--- src/rtl/blk_1683b2.sv ---
// blk_1683b2 -- instruction fetch (IF) stage.
// Holds the fetch PC and its valid flag. It presents {ce, pc} to ID and drives the
// instruction SRAM read port. Instruction data comes back one cycle later.
// Optional feature: define IF_BR_HOLD_EN to build the pending-redirect buffer.
// With the buffer, a branch that arrives while the PC stage is stalled is saved
// and taken on the first unstalled cycle. Without it, such a branch is dropped.
// Both builds have the same port list.
//
// state | meaning                         (IF_BR_HOLD_EN builds only)
// RUN   | no redirect pending
// HOLD  | redirect captured during a stall, waiting for release
module blk_1683b2 (
  input  logic        clk,
  input  logic        rst,
  input  logic [1:0]  stall,
  input  logic [32:0] br_bus,
  output logic [32:0] if_to_id_bus,
  output logic        inst_sram_en,
  output logic [3:0]  inst_sram_wen,
  output logic [31:0] inst_sram_addr,
  output logic [31:0] inst_sram_wdata
);

  localparam logic        STOP     = 1'b1;
  // One word below the boot vector, so the first increment fetches 0xBFC0_0000.
  localparam logic [31:0] PC_RESET = 32'hBFBF_FFFC;

  logic        br_e;
  logic [31:0] br_addr;
  logic        pc_stop;
  logic [31:0] pc_q;
  logic [31:0] pc_d;
  logic        ce_q;

  // stall[1] freezes the IF/ID register, which lives in the ID stage.
  logic        unused_stall;

  assign br_e         = br_bus[32];
  assign br_addr      = br_bus[31:0];
  assign pc_stop      = (stall[0] == STOP);
  assign unused_stall = stall[1];

`ifdef IF_BR_HOLD_EN
  typedef enum logic {RUN = 1'b0, HOLD = 1'b1} state_t;

  state_t      state_q;
  logic [31:0] pend_addr_q;
  logic        pend_v;

  assign pend_v = (state_q == HOLD);

  // Next fetch address: live redirect first, then the buffered one, then sequential.
  always_comb begin
    pc_d = pc_q + 32'h4;
    if (br_e) begin
      pc_d = br_addr;
    end else if (pend_v) begin
      pc_d = pend_addr_q;
    end
  end

  // PC register and RUN/HOLD redirect buffer. The newest redirect in a stall wins.
  always_ff @(posedge clk) begin
    if (rst) begin
      pc_q        <= PC_RESET;
      ce_q        <= 1'b0;
      state_q     <= RUN;
      pend_addr_q <= 32'h0;
    end else if (!pc_stop) begin
      pc_q    <= pc_d;
      ce_q    <= 1'b1;
      state_q <= RUN;
    end else if (br_e) begin
      state_q     <= HOLD;
      pend_addr_q <= br_addr;
    end
  end
`else
  // Next fetch address: live redirect, else sequential.
  always_comb begin
    pc_d = br_e ? br_addr : (pc_q + 32'h4);
  end

  // PC register. A redirect that arrives during a stall is lost.
  always_ff @(posedge clk) begin
    if (rst) begin
      pc_q <= PC_RESET;
      ce_q <= 1'b0;
    end else if (!pc_stop) begin
      pc_q <= pc_d;
      ce_q <= 1'b1;
    end
  end
`endif

  assign if_to_id_bus    = {ce_q, pc_q};
  assign inst_sram_en    = ce_q;
  assign inst_sram_addr  = pc_q;
  assign inst_sram_wen   = 4'b0000;
  assign inst_sram_wdata = 32'h0;

endmodule

--- config.mk ---
export PLATFORM = sky130hd
export DESIGN_NAME = blk_1683b2
export DESIGN_NICKNAME = d
export VERILOG_FILES = /design/src/rtl/blk_1683b2.sv
export SDC_FILE = /design/constraint.sdc
export NUM_CORES = 1
export LEC_CHECK = 0
export BUFFER_PORTS_ARGS = -buffer_cell sky130_fd_sc_hd__buf_2
export CAP_MARGIN = 20
export CORE_MARGIN = 3
export CORE_UTILIZATION = 28
export CTS_CLUSTER_SIZE = 25
export DETAILED_ROUTE_END_ITERATION = 10
export SLEW_MARGIN = 0
export SYNTH_ARGS = -nofsm -noshare
export SYNTH_HDL_FRONTEND = slang
export SYNTH_SLANG_ARGS = --single-unit
export TNS_END_PERCENT = 5
--- constraint.sdc ---
create_clock -name clk -period 4.85 [get_ports clk]
set_input_delay 0.485 -clock clk [delete_from_list [all_inputs] [get_ports clk]]
set_output_delay 0.485 -clock clk [all_outputs]
set_load 0.05 [all_outputs]
* Word-level counts from Yosys, hierarchy flattened
Index checks and enable logic that the tools add are counted.
** Storage, ports and cells
- Register bits after elaboration :: 33
- Output and inout port bits :: 102
- Input bits :: 37
** Operators by class
- Add/sub/neg operators :: 1
- Mux-type cells :: 1
** Operator list (count)
- $add A32 B3 Y32 const B :: 1
- $mux W32 :: 1

* Longest topological paths before layout
Gate-level depths: netlist of run 1.
- Depth after elaboration :: 2
- Mapped depth :: 7
- Mapped depth without buffers :: 6

* Worst setup path after synthesis of run 1
No wires, ideal clock.
- Path type :: register to register
- Start :: register pc_q[2] (netlist: inst_sram_addr[2])
- End :: register pc_q[30] (netlist: inst_sram_addr[30])
- Library setup time :: 0.123 ns
- Buffers on the path :: 1
- Data arrival time :: 2.103 ns
- Path slack :: 2.623 ns
- Cell stages (with the launch flop) :: 8
- Clock period less this slack :: 2.227 ns
- Cell sequence :: dfxtp_1 -> ha_1 -> and4_1 -> buf_2 -> nand4_1 -> nor3_1 -> mux2_1 -> o2bb2ai_1
** Between the ends
- Word-level cells in the longest chain between the ends :: 2
** RTL lines
- from (decl) :: line 31 : logic [31:0] pc_q;
- from (signal assigned) :: line 90 : pc_q <= pc_d;
- $add A32 B3 Y32 :: line 81 : pc_d = br_e ? br_addr : (pc_q + 32'h4);
- $mux W32 :: line 81
No other way between the ends.
A chain may end at the register's enable or synchronous reset.

* Worst setup path after layout of run 1
- Start :: register pc_q[2] (netlist: inst_sram_addr[2])
- End :: register pc_q[12] (netlist: inst_sram_addr[12])
Same word-level chain as after synthesis.

==> key figures, run 1 <==
Status
  – Status: finished, final reports clean

Routing
  – First drt pass iteration count: 4
  – Total Wirelength: 7800 um
  – Wire length per cell: 15.6 um
  – Post-route ant nets: 0
  – Routed vias/inst: 5.05
  – Via count: 2529
  – Post-route DRC: 0
  – Initial DRC Count: 215

Clock tree
  – Clk Latency, worst-skew pair: 0.29 ns
  – Num CTS Buffers: 5
  – Hold_buf cts: 0
  – CTS clk-pin slew, worst paths: 0.08 ns
  – Clock root cell: clkbuf_8
  – Post-cts sizing count: 0
  – Setup Fix Bufs, Post-CTS: 0
  – CTS max path bufs: 2
  – H-Tree Depth: 2
  – CTS tree: done
  – Clk sink count: 33

Worst hold path
  – HP Start: br_bus[20]
  – Worst hold-check path type: input pin to flip-flop

Setup path
  – Worst EP arrival: 2.45 ns
  – Worst r2r src: inst_sram_addr[2]
  – Startpoint class of the critical path: flip-flop
  – CP required: 5.07 ns
  – Worst Path Max Fanout: 8
  – Setup crit end kind: flip-flop
  – WS Path Type: flip-flop to flip-flop
  – Worst setup startpoint: inst_sram_addr[2]

Logic synthesis
  – Area share of the largest cell type after synthesis: 25.6%
  – Mean post-synth cell area: 7.72 um2
  – Post-synth ARST share: 0%
  – Post-synth top cells: 69 x buf_4, 33 x dfxtp_1, 27 x nand2_1
  – Register area share after synthesis: 25.6%
  – Synthesized cell area: 2580 um2
  – Most frequent cell after synthesis: buf_4
  – Post-synth EDFFs: 0
  – #FFs+latches synth: 33
  – Synth cell types: 61
  – Area leader, netlist: dfxtp_1
  – Cell count after synthesis: 334
  – Top FF cell, synth: dfxtp_1
  – Top post-synthesis cells by area: dfxtp_1 26%, buf_4 20%, nand2_1 3.9%
  – Yosys warning count: 0

STA
  – Rel. slew slack: 48.4%
  – Fin crit share: 45.8%
  – Setup TNS: 0 ns
  – Setup violations, final: 0
  – Worst hold slack: 0.407 ns
  – Min Tclk post-route: 2.22 ns
  – Final slew viol count: 0
  – Final Hold Viols: 0
  – Fin Clk Skew: 0.00878 ns
  – RSZ-0062 raised after global routing: no
  – Slew @ Worst Pin: 0.770 ns
  – Fmax: 450 MHz

Power
  – Switching Share: 49.3%
  – Gate power share: 44.0%
  – PD cells: 335 nW/um2
  – Internal: 0.485 mW
  – Leak: 1.25 nW
  – Worst IR Drop VDD: 108 uV
  – Clock power share: 22.0%
  – Psw: 0.471 mW
  – Reg power frac: 33.9%
  – Pwr Total: 0.955 mW

Layout
  – Diode count: 0
  – Synth-to-layout area growth: 10.4%
  – Nets@finish: 430
  – Post-route cell area: 2850 um2
  – Layout cells sized above 1: 31.0%
  – Non-filler cells, final: 501

Global routing
  – Vias in the first global route: 2248
  – Global route overflow: 0
  – Global-route layer with the greatest usage: met2
  – All-Layer GR Usage: 14.7%
  – GR Util met1: 19.6%
  – Largest net degree at the start of global routing: 41
  – First-pass GRT wire length: 12000 um
  – M2 GR Usage: 23.7%
  – Grt met3 use: 3.34%
  – Initial antenna violation count: 0

Place
  – IO buf count: 101
  – Dpl cells: 493
  – GPL Wtd Cong: 0.886
  – Dpl hpwl: 5550 um
  – Post-DP Area: 2770 um2

Floorplanning
  – DIE AREA: 10400 um2
  – Row count: 34
  – Boundary pin count: 139
  – Initial core utilization: 29.1%
  – Die height: 102 um
  – Core box area: 8850 um2
  – Width of the die: 102 um

Job
  – # Max-Cap Violations: 0
[critical path, stage by stage, from the launching register on]
cell and delay [ns]:
dfxtp_1 0.45, ha_1 0.28, nand4_1 0.23, nor2_1 0.53, nand3_1 0.16, or4_1 0.41, nand4b_1 0.10
[placed cells by master, fill, tap and decap left out, types with 3 or more instances in the layout]
cell      netlist  layout
buf_2           3     101
conb_1          1      36
dfxtp_1        33      33
nand2_1        27      27
nor2_1         23      23
a21oi_1        16      16
nand3_1        13      13
nand2b_1        9       9
nor3_1          9       9
o22ai_1         9       9
nand4_1         8       8
nor4_1          5       5
inv_1           5       5
o21ai_0         5       5
a31oi_1         5       5
o21ai_1         5       5
clkbuf_8        0       5
and4_1          4       4
a221oi_1        4       4
or4_1           4       4
a21o_1          4       4
o21bai_1        4       4
mux2i_1         4       4
a211oi_1        3       3
o311ai_1        3       3
nor2b_1         3       3
[power groups by stage]
stage / combinational [mW] / sequential, mW / clock (mW)
after floorplan: 0.317 / 0.390 / 0
after global placement: 0.416 / 0.329 / 0
after detailed placement: 0.419 / 0.331 / 0
after CTS: 0.420 / 0.324 / 0.212
after global routing: 0.447 / 0.330 / 0.227
final: 0.421 / 0.324 / 0.210
[cells by family (layout without fill, tap and decap cells)]
family	Yosys count	after routing	share of synthesized area, %
flops	33	33	25.6
xor+xnor	1	1	0.340
fa+ha+maj	1	1	0.485
simple gates	123	123	26.7
other cells	1	36	0.145
mux	6	6	2.43
compound gates	76	76	20.3
buf+inv	93	117	24.0
[final timing paths]
kind / end / slack [ns] / cells past startpoint
worst max-delay path: inst_sram_addr[12] / 2.63 / 6
worst min-delay path: inst_sram_addr[20] / 0.41 / 3
worst max register to register: inst_sram_addr[12] / 2.63 / 6
worst min register to register: inst_sram_en / 0.46 / 2
[metal layers]
metal | vias to the layer above | wire (um)
met1 | 1183 | 3440
met4 | 0 | 109
li1 | 1231 | -
met3 | 10 | 519
met2 | 105 | 3730
met5 | - | 0
[layout make-up]
cell class | count | area (um2)
clock buffers | 6 | 72.6
clock inverters | 2 | 10.0
fillers | 985 | 6000
inverters | 7 | 26.3
multi-input cells | 243 | 1430
flip-flops and latches | 33 | 661
well taps | 108 | 135
repair buffers | 102 | 513
[state kept, by name (all words and copies together) (netlist names)]
| name | cells |
|---|---|
| inst_sram_en | 1 |
| inst_sram_addr | 32 |
[stage by stage]
step / util, % / setup slack (ns)
after floorplan: - / 2.62
after global placement: 31.3 / 2.52
after detailed placement: 31.3 / 2.50
after CTS: 32.2 / 2.66
after global routing: 32.2 / 2.45
final: 32.2 / 2.63
Note: power is estimated with default switching activity, not from simulation.
==> run 2, diff against run 1 <==
ABC_AREA = 1   (was default)
clock period = 2.1 ns   (was 4.85 ns; I/O delays follow)
==> run 2 against run 1 <==
Net effect:
- clock power rose by 130%
- utilization is 1.1 points higher
- highest routed layer unchanged
- critical path type unchanged
- combinational power up 150%
- via count rose by 12%
- worst hold slack worse by 0.29 ns
- sequential share of layout area decreased by 2.0 points
- first-iteration DRC count down 31%
- register-to-register slack got worse by 2.2 ns
- flip-flop and latch count unchanged
==> key figures, run 2 <==
Worst hold path
  – Worst hold-check path type: input pin to flip-flop (unchanged)

Setup path
  – WP buf/inv: 1 (was 0)
  – CP delay by family, top: simple AND/OR/NAND/NOR gates (unchanged)
  – CP required: 2.29 ns (was 5.07 ns)
  – WS Path Type: flip-flop to flip-flop (unchanged)
  – Startpoint class of the critical path: flip-flop (unchanged)
  – Most used cell, CP: nand2_1
  – Slowest cell on the critical path: dfxtp_1 (was nor2_1)
  – Setup crit end kind: flip-flop (unchanged)
  – Worst Path Max Fanout: 9 (was 8)
  – CP cell instances: ha_1, nand2_2, nor2_4, nand2_4, inv_1, nand2_1, nand2_1, nand3_1, nand2_1, nand2_1 (was ha_1, nand4_1, nor2_1, nand3_1, or4_1, nand4b_1)
  – Worst EP arrival: 1.92 ns (was 2.45 ns)
  – Peak per-stage delay on the critical path: 0.50 ns (was 0.53 ns)

Power
  – Clock power share: 21.4% (was 22.0%)
  – Switching Share: 50.7% (was 49.3%)
  – Worst IR Drop VDD: 267 uV (was 108 uV)
  – Gate power share: 45.4% (was 44.0%)
  – Pwr Total: 2.29 mW (was 0.955 mW)
  – Psw: 1.16 mW (was 0.471 mW)
  – Reg power frac: 33.3% (was 33.9%)
  – Internal: 1.13 mW (was 0.485 mW)
  – Leak: 1.60 nW (was 1.25 nW)
  – PD cells: 735 nW/um2 (was 335 nW/um2)

Routing
  – Via count: 2833 (was 2529)
  – Post-route DRC: 0 (unchanged)
  – First drt pass iteration count: 4 (unchanged)
  – Initial DRC Count: 148 (was 215)
  – Total Wirelength: 8460 um (was 7800 um)
  – Wire length per cell: 13.3 um (was 15.6 um)
  – Routed vias/inst: 4.45 (was 5.05)
  – Post-route ant nets: 0 (unchanged)

STA
  – Final Hold Viols: 0 (unchanged)
  – Fmax: 581 MHz (was 450 MHz)
  – Setup TNS: 0 ns (unchanged)
  – Min Tclk post-route: 1.72 ns (was 2.22 ns)
  – Fin crit share: 82.0% (was 45.8%)
  – Rel. slew slack: 32.7% (was 48.4%)
  – Slew @ Worst Pin: 1.01 ns (was 0.770 ns)
  – Setup violations, final: 0 (unchanged)
  – Fin Clk Skew: 0.00935 ns (was 0.00878 ns)
  – RSZ-0062 raised after global routing: no (unchanged)
  – Final slew viol count: 0 (unchanged)

Clock tree
  – Hold_buf cts: 0 (unchanged)
  – H-Tree Depth: 2 (unchanged)
  – Post-cts sizing count: 0 (unchanged)
  – CTS clk-pin slew, worst paths: 0.08 ns (about the same)
  – Clock root cell: clkbuf_8 (unchanged)
  – Clk sink count: 33 (unchanged)
  – Setup Fix Bufs, Post-CTS: 0 (unchanged)
  – Clk Latency, worst-skew pair: 0.29 ns (about the same)
  – Num CTS Buffers: 5 (unchanged)
  – CTS max path bufs: 2 (unchanged)
  – CTS tree: done (unchanged)

Floorplanning
  – Row count: 35 (was 34)
  – Die height: 105 um (was 102 um)
  – Initial core utilization: 29.3% (was 29.1%)
  – Width of the die: 105 um (was 102 um)
  – Boundary pin count: 139 (unchanged)
  – Core box area: 9370 um2 (was 8850 um2)
  – DIE AREA: 11000 um2 (was 10400 um2)

Logic synthesis
  – Register area share after synthesis: 24.0% (was 25.6%)
  – Post-synth ARST share: 0% (unchanged)
  – XOR/XNOR Fraction of Synth Area: 1.91% (was 0.340%)
  – #FFs+latches synth: 33 (unchanged)
  – Top FF cell, synth: dfxtp_1 (unchanged)
  – Top post-synthesis cells by area: dfxtp_1 24%, buf_4 19%, nand2_1 18% (was dfxtp_1 26%, buf_4 20%, nand2_1 3.9%)
  – Area leader, netlist: dfxtp_1 (unchanged)
  – Multiplexer share of the synthesized area: 0% (was 2.43%)
  – Post-Synth Simple-Gate Area: 36.4% (was 26.7%)
  – Area share of the largest cell type after synthesis: 24.0% (was 25.6%)
  – Synth cell types: 30 (was 61)
  – Post-synthesis compound-gate area fraction: 13.3% (was 20.3%)
  – Mean post-synth cell area: 6.30 um2 (was 7.72 um2)
  – Post-synth EDFFs: 0 (unchanged)
  – Synthesized cell area: 2750 um2 (was 2580 um2)
  – Yosys warning count: 0 (unchanged)
  – Largest family of logic cells by synthesized area: simple AND/OR/NAND/NOR gates (unchanged)
  – Adder-cell area share of the yosys netlist: 0.455% (was 0.485%)
  – Cell count after synthesis: 436 (was 334)
  – Post-synth top cells: 129 x nand2_1, 69 x buf_4, 52 x nor2_1 (was 69 x buf_4, 33 x dfxtp_1, 27 x nand2_1)
  – Most frequent cell after synthesis: nand2_1 (was buf_4)

Global routing
  – Initial antenna violation count: 0 (unchanged)
  – First-pass GRT wire length: 13400 um (was 12000 um)
  – All-Layer GR Usage: 15.0% (was 14.7%)
  – Global route overflow: 0 (unchanged)
  – Vias in the first global route: 2711 (was 2248)
  – Largest net degree at the start of global routing: 27 (was 41)

Layout
  – Most frequent cells in the layout: 129 x nand2_1, 101 x buf_2, 52 x nor2_1 (was 101 x buf_2, 36 x conb_1, 33 x dfxtp_1)
  – Largest register FFs: 32 (unchanged)
  – Commonest non-fill, non-tap cell in the layout: nand2_1 (was buf_2)
  – Layout cells sized above 1: 26.8% (was 31.0%)
  – Synth-to-layout area growth: 13.6% (was 10.4%)
  – Diode count: 0 (unchanged)
  – Post-route cell area: 3120 um2 (was 2850 um2)
  – Nets@finish: 544 (was 430)

Place
  – GPL Wtd Cong: 0.881 (was 0.886)
  – Dpl hpwl: 6690 um (was 5550 um)
  – IO buf count: 101 (unchanged)
  – Post-DP Area: 3040 um2 (was 2770 um2)

Job
  – # Max-Cap Violations: 0 (unchanged)

Status
  – Status: finished, final reports clean (unchanged)
-- run 2: cell count changes after synthesis, moves of 6 or more --
| cell | before | now |
|---|---|---|
| nand3b_1 | 1 | 8 |
| nand4_1 | 8 | 2 |
| nor3_1 | 9 | 1 |
| nand3_1 | 13 | 19 |
| o211ai_1 | 2 | 8 |
| o22ai_1 | 9 | 0 |
| nor2_1 | 23 | 52 |
| inv_1 | 5 | 20 |
| a21oi_1 | 16 | 24 |
| o21ai_0 | 5 | 17 |
| nand2_1 | 27 | 129 |
| nand2b_1 | 9 | 0 |
-- run 2: cell type report --
| cell class | count | area [um2] |
|---|---|---|
| Clock inverter | 2 | 10.0 |
| Fill cell | 1065 | 6250 |
| Inverter | 23 | 86.3 |
| Sequential cell | 33 | 661 |
| Tap cell | 129 | 161 |
| Clock buffer | 6 | 72.6 |
| Multi-Input combinational cell | 334 | 1560 |
| Timing Repair Buffer | 109 | 566 |
-- run 2: worst paths after layout --
kind	startpoint	end	slack, ns	depth (start not counted)
setup / recovery	inst_sram_addr[2]	inst_sram_addr[26]	0.38	10
hold / removal	br_bus[3]	inst_sram_addr[3]	0.12	3
setup reg to reg	inst_sram_addr[2]	inst_sram_addr[26]	0.38	10
hold reg to reg	inst_sram_en	inst_sram_en	0.51	2
-- run 2: worst register-to-register path: cells and delay by family (launching register included) --
kind,cells,cell delay [ns]
fa+ha+maj,1,0.26
simple gates,8,0.68
buf+inv,1,0.16
flops,1,0.50
-- run 2: through the flow --
step	utilization (%)	worst slack, ns	cells	hold WS, ns
floorplan	-	0.227	471	0.323
global placement	32.4	0.231	628	0.414
detailed placement	32.4	0.169	628	0.413
CTS	33.3	0.382	636	0.114
global route	33.3	0.177	636	0.121
finish	33.3	0.379	636	0.119
-- run 2: kinds of logic after synthesis --
kind of cell             after synthesis
flip-flops                            33
adder cells (fa/ha/maj)                1
XOR/XNOR                               6
buffers and inverters                104
AND/OR/NAND/NOR                      229
AO/OA/AOI/OAI                         62
other                                  1
-- run 2: power groups by stage --
stage               clock network (mW)  logic (mW)  registers, mW
floorplan                            0       0.763          0.929
global placement                     0        1.04          0.775
detailed placement                   0        1.04          0.779
CTS                              0.496        1.04          0.764
global route                     0.522        1.12          0.776
finish                           0.490        1.04          0.763
-- run 2: per-layer routing --
metal,track usage [%],wire length [um],share of wire (%)
met5,0,0,0
met4,3.84,67,0.79
met3,2.96,532,6.3
met2,25.6,3940,47
met1,19.4,3920,46
